[src/rtl/gpu_mem_pkg.sv]
// Shared definitions for the DRAM port arbiter.
//   arb_state_t       : arbiter mode, free round-robin or held by a lock owner
//   LOCK_IDLE_TIMEOUT : owner idle cycles after which a lock is dropped
//   req_id_w()        : width of a requester index for a given requester count
package gpu_mem_pkg;

    typedef enum logic {
        ARB    = 1'b0,
        LOCKED = 1'b1
    } arb_state_t;

    localparam int IDLE_CNT_W = 4;
    localparam int LOCK_IDLE_TIMEOUT = 16;
    localparam logic [IDLE_CNT_W-1:0] IDLE_CNT_LAST = IDLE_CNT_W'(LOCK_IDLE_TIMEOUT - 1);

    // Width of a requester index. It is never narrower than one bit.
    function automatic int req_id_w(input int n);
        return (n <= 1) ? 1 : $clog2(n);
    endfunction

endpackage

[src/rtl/rr_priority_picker.sv]
// Combinational round-robin picker.
//   valid : request vector
//   ptr   : index of the previous winner; the search starts at ptr+1
//   grant : one-hot winner, or zero if nothing is valid
module rr_priority_picker #(
    parameter int NUM_REQ = 2,
    parameter int ID_W    = 1
) (
    input  logic [NUM_REQ-1:0] valid,
    input  logic [ID_W-1:0]    ptr,
    output logic [NUM_REQ-1:0] grant
);

    logic found;

    // Walk the offsets 1..NUM_REQ from the pointer. The first valid
    // requester wins. The compare against i keeps every bit select constant.
    always_comb begin
        grant = '0;
        found = 1'b0;
        for (int off = 1; off <= NUM_REQ; off++) begin
            for (int i = 0; i < NUM_REQ; i++) begin
                if (!found && valid[i] && (i == ((int'(ptr) + off) % NUM_REQ))) begin
                    grant[i] = 1'b1;
                    found    = 1'b1;
                end
            end
        end
    end

endmodule

[src/rtl/dram_port_arbiter.sv]
// Shares a single DRAM command port among NUM_REQ requesters.
// Arbitration is round-robin. A requester can optionally lock the port for an
// atomic sequence. Read data comes back after a fixed latency and is routed
// to the requester that issued the read.
//   i_req_*      : per-requester request bundle (addr/wdata flattened)
//   o_req_ready  : one-hot grant; a request is accepted when valid & ready
//   o_rsp_*      : one-hot read response strobe plus shared read data
//   i_dram_ready : DRAM command acceptance (low during refresh)
//   o_dram_*     : registered DRAM command; i_dram_rdata returns read data
module dram_port_arbiter
    import gpu_mem_pkg::*;
#(
    parameter int NUM_REQ    = 2,
    parameter int ADDR_WIDTH = 32,
    parameter int DATA_WIDTH = 32,
    parameter int RD_LATENCY = 1
) (
    input  logic                          clk,
    input  logic                          rst_n,
    input  logic [NUM_REQ-1:0]            i_req_valid,
    input  logic [NUM_REQ-1:0]            i_req_we,
    input  logic [NUM_REQ-1:0]            i_req_lock,
    input  logic [NUM_REQ*ADDR_WIDTH-1:0] i_req_addr,
    input  logic [NUM_REQ*DATA_WIDTH-1:0] i_req_wdata,
    output logic [NUM_REQ-1:0]            o_req_ready,
    output logic [NUM_REQ-1:0]            o_rsp_valid,
    output logic [DATA_WIDTH-1:0]         o_rsp_rdata,
    input  logic                          i_dram_ready,
    output logic                          o_dram_we,
    output logic                          o_dram_re,
    output logic [ADDR_WIDTH-1:0]         o_dram_addr,
    output logic [DATA_WIDTH-1:0]         o_dram_wdata,
    input  logic [DATA_WIDTH-1:0]         i_dram_rdata
);

    localparam int ID_W   = req_id_w(NUM_REQ);
    localparam int PIPE_D = RD_LATENCY + 1;

    arb_state_t            state_reg, state_next;
    logic [ID_W-1:0]       last_grant_reg, last_grant_next;
    logic [ID_W-1:0]       lock_owner_reg, lock_owner_next;
    logic [IDLE_CNT_W-1:0] idle_cnt_reg, idle_cnt_next;

    logic [NUM_REQ-1:0]    pick_grant;
    logic [NUM_REQ-1:0]    accept;
    logic                  any_accept;
    logic [ID_W-1:0]       accept_id;
    logic                  accept_we;
    logic                  accept_lock;
    logic [ADDR_WIDTH-1:0] accept_addr;
    logic [DATA_WIDTH-1:0] accept_wdata;

    // Slot k holds a read that was issued k+1 cycles ago. The last slot
    // lines up with i_dram_rdata.
    logic [PIPE_D-1:0]     pipe_valid_reg;
    logic [ID_W-1:0]       pipe_id_reg [PIPE_D];

    rr_priority_picker #(
        .NUM_REQ (NUM_REQ),
        .ID_W    (ID_W)
    ) u_picker (
        .valid (i_req_valid),
        .ptr   (last_grant_reg),
        .grant (pick_grant)
    );

    // While the port is locked, only the owner can see ready.
    always_comb begin
        o_req_ready = '0;
        if (i_dram_ready) begin
            if (state_reg == ARB) begin
                o_req_ready = pick_grant;
            end else begin
                o_req_ready[lock_owner_reg] = i_req_valid[lock_owner_reg];
            end
        end
    end

    assign accept     = i_req_valid & o_req_ready;
    assign any_accept = |accept;

    // Encode the one-hot accept and select the request fields of the winner.
    always_comb begin
        accept_id    = '0;
        accept_we    = 1'b0;
        accept_lock  = 1'b0;
        accept_addr  = '0;
        accept_wdata = '0;
        for (int i = 0; i < NUM_REQ; i++) begin
            if (accept[i]) begin
                accept_id    = ID_W'(i);
                accept_we    = i_req_we[i];
                accept_lock  = i_req_lock[i];
                accept_addr  = i_req_addr[i*ADDR_WIDTH +: ADDR_WIDTH];
                accept_wdata = i_req_wdata[i*DATA_WIDTH +: DATA_WIDTH];
            end
        end
    end

    always_comb begin
        state_next      = state_reg;
        last_grant_next = last_grant_reg;
        lock_owner_next = lock_owner_reg;
        idle_cnt_next   = idle_cnt_reg;

        if (any_accept) begin
            last_grant_next = accept_id;
        end

        case (state_reg)
            ARB: begin
                if (any_accept && accept_lock) begin
                    state_next      = LOCKED;
                    lock_owner_next = accept_id;
                    idle_cnt_next   = '0;
                end
            end
            LOCKED: begin
                // Any accept here must come from the owner. If the owner is
                // valid but stalled by DRAM refresh, it is not counted as idle.
                if (any_accept) begin
                    idle_cnt_next = '0;
                    if (!accept_lock) begin
                        state_next = ARB;
                    end
                end else if (i_req_valid[lock_owner_reg]) begin
                    idle_cnt_next = '0;
                end else if (idle_cnt_reg == IDLE_CNT_LAST) begin
                    state_next    = ARB;
                    idle_cnt_next = '0;
                end else begin
                    idle_cnt_next = idle_cnt_reg + 1'b1;
                end
            end
            default: state_next = ARB;
        endcase
    end

    always_ff @(posedge clk or negedge rst_n) begin
        if (!rst_n) begin
            state_reg      <= ARB;
            last_grant_reg <= ID_W'(NUM_REQ - 1);
            lock_owner_reg <= '0;
            idle_cnt_reg   <= '0;
        end else begin
            state_reg      <= state_next;
            last_grant_reg <= last_grant_next;
            lock_owner_reg <= lock_owner_next;
            idle_cnt_reg   <= idle_cnt_next;
        end
    end

    // The strobes last one cycle. Address and write data keep the value of
    // the last accepted command.
    always_ff @(posedge clk or negedge rst_n) begin
        if (!rst_n) begin
            o_dram_we    <= 1'b0;
            o_dram_re    <= 1'b0;
            o_dram_addr  <= '0;
            o_dram_wdata <= '0;
        end else begin
            o_dram_we <= any_accept & accept_we;
            o_dram_re <= any_accept & ~accept_we;
            if (any_accept) begin
                o_dram_addr  <= accept_addr;
                o_dram_wdata <= accept_wdata;
            end
        end
    end

    always_ff @(posedge clk or negedge rst_n) begin
        if (!rst_n) begin
            pipe_valid_reg <= '0;
            for (int k = 0; k < PIPE_D; k++) begin
                pipe_id_reg[k] <= '0;
            end
        end else begin
            pipe_valid_reg[0] <= any_accept & ~accept_we;
            pipe_id_reg[0]    <= accept_id;
            for (int k = 1; k < PIPE_D; k++) begin
                pipe_valid_reg[k] <= pipe_valid_reg[k-1];
                pipe_id_reg[k]    <= pipe_id_reg[k-1];
            end
        end
    end

    generate
        for (genvar gi = 0; gi < NUM_REQ; gi++) begin : g_rsp
            assign o_rsp_valid[gi] = pipe_valid_reg[RD_LATENCY] &&
                                     (pipe_id_reg[RD_LATENCY] == ID_W'(gi));
        end
    endgenerate

    assign o_rsp_rdata = i_dram_rdata;

endmodule

[config.mk]
export PLATFORM = sky130hd
export DESIGN_NAME = dram_port_arbiter
export DESIGN_NICKNAME = d
export VERILOG_FILES = /design/src/rtl/gpu_mem_pkg.sv /design/src/rtl/rr_priority_picker.sv /design/src/rtl/dram_port_arbiter.sv
export SDC_FILE = /design/constraint.sdc
export NUM_CORES = 1
export LEC_CHECK = 0
export CAP_MARGIN = 0
export CORE_MARGIN = 2
export CORE_UTILIZATION = 34
export DETAILED_ROUTE_END_ITERATION = 7
export GPL_ROUTABILITY_DRIVEN = 0
export PLACE_DENSITY = 0.84
export SYNTH_ARGS = -nofsm -noshare
export SYNTH_HDL_FRONTEND = slang
export SYNTH_SLANG_ARGS = --single-unit
[constraint.sdc]
create_clock -name clk -period 2.6 [get_ports clk]
set_input_delay 0.65 -clock clk [delete_from_list [all_inputs] [get_ports clk]]
set_output_delay 0.65 -clock clk [all_outputs]
set_load 0.01 [all_outputs]
Word-level counts from Yosys, hierarchy flattened
Cells that the tools add are included.

Output and inout port bits: 102. Bits in registers: 77. Input bits: 169.

Eq/ne operators: 4. Bitwise operators: 9. Order comparisons: 2. Add/sub/neg operators: 3. Muxes and demuxes: 32. Reductions and logical operators: 18.

Operators by type and width (count): 2-to-1 mux 32 bit (4); zero test 32 bit (2); 2-to-1 mux 1 bit (19); 2-to-1 mux 4 bit (4); logical AND 1 bit (11); one-hot mux 4 bit (2 select lines) (1); adder 4 x 1 -> 4 bit, second input constant (1); bitwise AND 2 bit (2); equality test 2 bit, first input constant (2); equality test 4 bit, second input constant (1); 2-to-1 mux 2 bit (2); zero test 1 bit (3); inverter 1 bit (3); adder 1 bit, second input constant (2); bitwise AND 1 bit (2); bitwise AND 1 bit, first input constant (2); less-than comparator 1 x 2 -> 1 bit, second input constant (1); != test 2 x 1 -> 1 bit, second input constant (1); one-hot mux 1 bit (2 select lines) (1); AND reduction 2 bit (1); OR reduction 2 bit (1); demux 1 bit (select 1 bit) (1); >= comparator 1 bit, second input constant (1).

Depth between registers and ports, before layout
Gate-level depths: netlist (run 1).

Depth after elaboration: 25. Gate-level depth with buffers: 8.

Hierarchy
Synthesis (run 1) repeated with hierarchy kept, for this count alone.

Cells, all modules: 372. Area, all modules: 3816.2 um^2.

Modules (own cells, without submodules): dram_port_arbiter (cells an instance 369, instances 1, seq. area each 1903.1 um^2, area an instance 3797.4 um^2); rr_priority_picker (cells an instance 3, instances 1, seq. area each 0.0 um^2, area an instance 18.8 um^2).

Least setup slack after synthesis (run 1)
Ideal clock, no wire load.

Kind: input to output. Start: input i_req_valid[1]. End: output o_req_ready[0]. Required time: 1.950 ns. Arrival time: 1.476 ns. Path slack: 0.474 ns. Cell stages on the path: 4. Cells stage by stage: or3b_1 -> and4_4 -> buf_6 -> buf_2.

Cells in the longest elaborated chain, start to end: 9.

Ends and longest elaborated chain: start, declared (RTL line dram_port_arbiter.sv:20) `input logic [NUM_REQ-1:0] i_req_valid,`; logical AND 1 bit (2 in a row) (RTL line rr_priority_picker.sv:23) `if (!found && valid[i] && (i == ((int'(ptr) + off) % NUM_REQ))) begin`; 2-to-1 mux 1 bit (RTL line rr_priority_picker.sv:23); zero test 1 bit (RTL line rr_priority_picker.sv:23); logical AND 1 bit (2 in a row) (RTL line rr_priority_picker.sv:23); 2-to-1 mux 1 bit (RTL line rr_priority_picker.sv:23); 2-to-1 mux 2 bit * (RTL line dram_port_arbiter.sv:71) `if (state_reg == ARB) begin`; 2-to-1 mux 2 bit * (RTL line dram_port_arbiter.sv:70) `if (i_dram_ready) begin`; end, declared (RTL line dram_port_arbiter.sv:25) `output logic [NUM_REQ-1:0] o_req_ready,`.

Every way passes the cells marked *; elsewhere a longest branch is shown, timed or not. The select of a mux whose other input is x is not followed.

Worst setup path in the final report (run 1)
Same ends and word-level chain as after synthesis.

==> results of run 1 <==
-- power by group through the flow --
stage | clock network, mW | registers (mW) | logic (mW)
floorplan | 0 | 2.26 | 0.994
global placement | 0 | 2.04 | 2.58
detailed placement | 0 | 2.07 | 2.65
CTS | 0.982 | 2.05 | 2.65
global route | 1.04 | 2.12 | 2.80
finish | 0.954 | 2.05 | 2.62
-- critical path, delay by kind of cell --
family	cells	cell delay (ns)
buf+inv	2	0.71
simple gates	2	0.57
-- per-stage QoR --
step | worst slack, ns | std cells | TNS (ns) | area (sq um)
after detailed placement | -0.233 | 595 | -12.17 | 5550
after CTS | 0.0231 | 610 | 0 | 5760
after global placement | -0.209 | 595 | -8.07 | 5550
final | 0.0186 | 610 | 0 | 5760
after global routing | -0.0221 | 610 | -0.0221 | 5760
after floorplan | 0.474 | 299 | 0 | 3600
-- cell families (layout without fill, tap and decap cells) --
kind of cell	after synthesis	after routing	share of synthesized area, %
adder cells (fa/ha/maj)	1	1	0.347
multiplexers	1	1	0.278
AO/OA/AOI/OAI	144	144	32.3
buffers and inverters	57	232	11.0
AND/OR/NAND/NOR	20	20	3.30
flip-flops	76	76	52.8
-- routing by layer --
metal	share of wire, %	track usage [%]
met5	0	0
met4	2.5	7.14
met3	8.2	5.41
met2	53	33.8
met1	36	18.4
-- cell type report --
cell class,count,area (sq um)
sequential,76,1900
clock inverter,5,77.6
timing repair buffer,215,2150
multi-input combinational,166,1320
clock buffer,10,128
inverter,2,7.51
tap,136,170
fill,869,4570
-- Yosys cell counts, drive strengths merged (2+ instances only) --
library cell | n | share of area, %
nand2 | 3 | 0.31
clkbuf | 8 | 0.83
a21oi | 4 | 0.66
nand4 | 2 | 0.35
o21ai | 2 | 0.28
nand3 | 3 | 0.42
a22o | 67 | 16
inv | 2 | 0.21
nor2 | 3 | 0.38
buf | 47 | 9.9
nor2b | 3 | 0.52
a21o | 67 | 14
and2 | 2 | 0.35
dfrtp | 75 | 52
-- worst max path at each step --
stage / cells past startpoint / slack, ns / endpoint / from
after floorplan: 4 / 0.47 / o_req_ready[0] / i_req_valid[1]
after global placement: 4 / -0.21 / o_req_ready[0] / i_req_valid[1]
after detailed placement: 6 / -0.23 / idle_cnt_reg[2]$_DFFE_PN0P_ / i_req_valid[1]
after CTS: 4 / 0.02 / o_req_ready[0] / i_req_valid[1]
after global routing: 4 / -0.02 / o_req_ready[0] / i_req_valid[1]
final: 4 / 0.02 / o_req_ready[0] / i_req_valid[1]
-- timing repair --
| item | in CTS | in global routing |
|---|---|---|
| buffers inserted | 0 | 0 |
| endpoints found under the setup margin | 2 | 1 |
| resized for setup | 3 | 0 |
==> reports/qor.yml, run 1 <==
critical_path:
  cp-end-kind: "primary output"
  worst-endpoint-arrival_ns: 1.93
  r2r-end: "idle_cnt_reg[2]$_DFFE_PN0P_"
  crit_type: "in2out"
  critical_path.cell_chain: "clkdlybuf4s50_1 > or3b_1 > and4_4 > clkdlybuf4s15_1"
  cp_slowest_cell: "clkdlybuf4s50_1"
  cp-start-kind: "input port"
  reg2regPathDepth: 5
  critical_path.max_stage_delay_ns: 0.48
  r2r-start: "state_reg$_DFF_PN0_"
  rrSetupSlack_ns: 0.35
  path_max_fanout: 2
  critPathRequiredTime_ns: 1.95
power:
  power_per_cell_area_nw_per_um2: 977
  p_comb_share_pct: 46.6
  p_sw_mw: 1.78
  leakage_nw: 2.78
  power_mw: 5.62
  p_int_mw: 3.85
  seq_power_share_pct: 36.5
  pwr-share-clk_pct: 17.0
  switching_share_pct: 31.6
  irDropWorstVdd_v: 0.000395
timing:
  clock_skew_ns: 0.00982
  tightest_slew_ns: 0.944
  period_minus_slack_ns: 2.58
  slew_violations: 0
  holdWs_ns: 0.359
  slew_headroom_pct: 37.1
  final_hold_viol_count: 0
  setup_viol: 0
  clock.fmax_mhz: 387
  finalCritPeriodShare_pct: 99.3
  rsz0062_at_grt: "yes"
drt:
  via_count: 3124
  drt_iter0_markers: 162
  dr.pass1.iters: 4
  routed_wl_mm: 10.4
  post_drt_wl_per_cell_um: 17.0
  drc: 0
  vias_per_cell: 5.12
  ant_nets: 0
layout:
  layout.nets: 640
  drive_gt1_share_pct: 6.54
  antennaDiodeCount: 0
  layout_commonest_cell: "clkdlybuf4s50_1"
  syn_to_final_growth_pct: 59.7
  final_util_pct: 55.8
  most-common-layout-cells: "203 x clkdlybuf4s50_1, 75 x dfrtp_1, 67 x a21o_1, 67 x a22o_1, 9 x clkbuf_8"
place:
  dp_hpwl_mm: 7.70
  numPortBuffers: 206
clocking:
  cts_tree: "done"
  clock_latency_ns: 0.34
  postCtsHoldBufs: 0
  cts.sinks: 76
  cts_root_buf: "clkbuf_8"
  htreeDepth: 3
  cts_buffer_depth: 2
  clk_pin_slew_ns: 0.08
  cts_buffers: 9
synthesis:
  netlist_area_sq_um: 3600
  yosys_warnings: 0
  ys_ff_latch: 76
  synthCells: 299
  synth.avg_cell_area_sq_um: 12.1
  async_reset_ff_share_pct: 100
  synthesis.nets: 469
  ys_seq_area_share_pct: 52.8
  synth_ff_type: "dfrtp_1"
  synthDistinctLibCells: 30
  synth-edff-count: 0
hold_path:
  hold_start: "pipe_id_reg[1]$_DFF_PN0_"
  min_path_type: "reg2reg"
  hold_path_end: "pipe_id_reg[0]$_DFF_PN0_"
  min_path_cells: 0
global_route:
  antenna_found_initial: 0
  grt_overflow: 0
  grt_usage_pct: 17.9
  grt_pass1_vias: 3296
  grt_pass1_wl_mm: 16.1
  grt_max_degree: 77
run:
  cap_violations: 0
die:
  start_util_pct: 34.9
  die_h_um: 107
  core_area_sq_um: 10300
  die_w_um: 107
  ios: 271
  dieArea_sq_um: 11400
  rows: 37
run_status:
  status: "complete, no violations"
Power figures use the tool's default switching activity.
==> run 2: changes to the inputs <==
--- a/config.mk
+++ b/config.mk
@@ -6,6 +6,7 @@
 export NUM_CORES = 1
 export LEC_CHECK = 0
 export CAP_MARGIN = 0
+export CORE_ASPECT_RATIO = 0.5
 export CORE_MARGIN = 2
 export CORE_UTILIZATION = 34
 export DETAILED_ROUTE_END_ITERATION = 7
==> reports/qor.yml, run 2 (synthesis gave the netlist of run 1 again) <==
clocking:
  clock_latency_ns: 0.32
  cts_buffer_depth: 2
  htreeDepth: 3
  cts_setup_buffers: 0
  cts.sinks: 76
  postCtsHoldBufs: 0
  cts_root_buf: "clkbuf_16"
  cts_tree: "done"
  clk_pin_slew_ns: 0.05
  cts_buffers: 9
global_route:
  grt_max_degree: 70
  antenna_found_initial: 0
  grt_usage_pct: 18.7
  grt_pass1_vias: 3302
  grt_pass1_wl_mm: 16.9
  grt_overflow: 0
die:
  core_area_sq_um: 10200
  die_h_um: 76.8
  start_util_pct: 35.2
  rows: 26
  die_w_um: 150
  dieArea_sq_um: 11500
  ios: 271
layout:
  antennaDiodeCount: 0
  layout_commonest_cell: "clkdlybuf4s50_1"
  final_cells: 618
  most-common-layout-cells: "203 x clkdlybuf4s50_1, 75 x dfrtp_1, 67 x a21o_1, 67 x a22o_1, 10 x buf_4"
  layout.nets: 644
  syn_to_final_growth_pct: 63.8
  final_util_pct: 57.6
  drive_gt1_share_pct: 7.53
timing:
  period_minus_slack_ns: 2.48
  slew_headroom_pct: 62.4
  holdWs_ns: 0.275
  slew_violations: 0
  clock.fmax_mhz: 403
  tightest_slew_ns: 0.564
  setup_viol: 0
  finalCritPeriodShare_pct: 95.4
  setup_slack_ns: 0.121
  final_hold_viol_count: 0
  clock_skew_ns: 0.00383
  rsz0062_at_grt: "no"
power:
  irDropWorstVdd_v: 0.000408
  leakage_nw: 2.85
  power_mw: 5.98
  power_per_cell_area_nw_per_um2: 1010
drt:
  vias_per_cell: 5.01
  dr.pass1.iters: 4
  post_drt_wl_per_cell_um: 17.4
  ant_nets: 0
  via_count: 3094
  drt_iter0_markers: 141
  routed_wl_mm: 10.7
  drc: 0
critical_path:
  cp-start-kind: "input port"
  critical_path.cell_chain: "clkdlybuf4s50_1 > or3b_4 > and4_4 > clkbuf_2"
  worst-endpoint-arrival_ns: 1.83
  r2r-start: "state_reg$_DFF_PN0_"
  critPathRequiredTime_ns: 1.95
  path_max_fanout: 2
  cp-end-kind: "primary output"
  crit_type: "in2out"
  critical_path.max_stage_delay_ns: 0.47
  cp_slowest_cell: "clkdlybuf4s50_1"
  startpoint: "i_req_valid[1]"
place:
  dp_hpwl_mm: 8.19
  numPortBuffers: 206
  place_ws_ns: -0.249
  dp.cells: 603
hold_path:
  min_path_type: "in2async"
run_status:
  status: "complete, no violations"
run:
  cap_violations: 0
-- run 2: per-layer routing --
metal  up-vias  wire length, um  global-route usage [%]  part of all wire [%]
li1       1433                -                       -                     -
met3        32              380                    3.57                   3.5
met2        76             5810                    34.5                    54
met4         0              260                    6.86                   2.4
met1      1553             4270                    21.7                    40
met5         -                0                       0                     0
-- run 2: power by group --
group | total [mW] | internal, mW | switching (mW) | leakage (nW)
combinational | 2.68 | 1.60 | 1.07 | 1.76
sequential | 2.06 | 1.73 | 0.324 | 0.940
clock | 1.24 | 0.817 | 0.426 | 0.149
-- run 2: stage by stage --
step,cell area [sq um],setup TNS (ns)
floorplan,3600,0
global placement,5600,-9.11
detailed placement,5600,-11.64
CTS,5900,0
global route,5900,0
finish,5900,0
-- run 2: worst paths after layout --
| check | slack [ns] | end | cells after the start |
|---|---|---|---|
| worst max-delay path | 0.12 | o_req_ready[0] | 4 |
| worst min register to register | 0.35 | pipe_id_reg[0]$_DFF_PN0_ | 0 |
| worst min-delay path | 0.28 | state_reg$_DFF_PN0_ | 1 |
| min in group clk | 0.35 | pipe_id_reg[0]$_DFF_PN0_ | 0 |
| max in group asynchronous | 1.72 | o_dram_wdata[31]$_DFFE_PN0P_ | 2 |
| worst max register to register | 0.46 | idle_cnt_reg[2]$_DFFE_PN0P_ | 5 |
-- run 2: area by class of cell --
class / count / area [sq um]
multi-input combinational: 166 / 1320
timing repair buffer: 219 / 2190
clock inverter: 1 / 30.0
inverter: 2 / 7.51
fill: 868 / 4340
sequential: 76 / 1900
tap: 140 / 175
clock buffer: 14 / 274
-- run 2: worst max-delay path: cells and delay by family --
family / cells / cell delay, ns
buffers and inverters: 2 / 0.59
AND/OR/NAND/NOR: 2 / 0.59
-- run 2: what timing repair did --
item | in CTS | in global routing
gates cloned | 0 | 0
pin swaps | 0 | 0
setup endpoints to repair | 2 | 5
resized for setup | 3 | 3
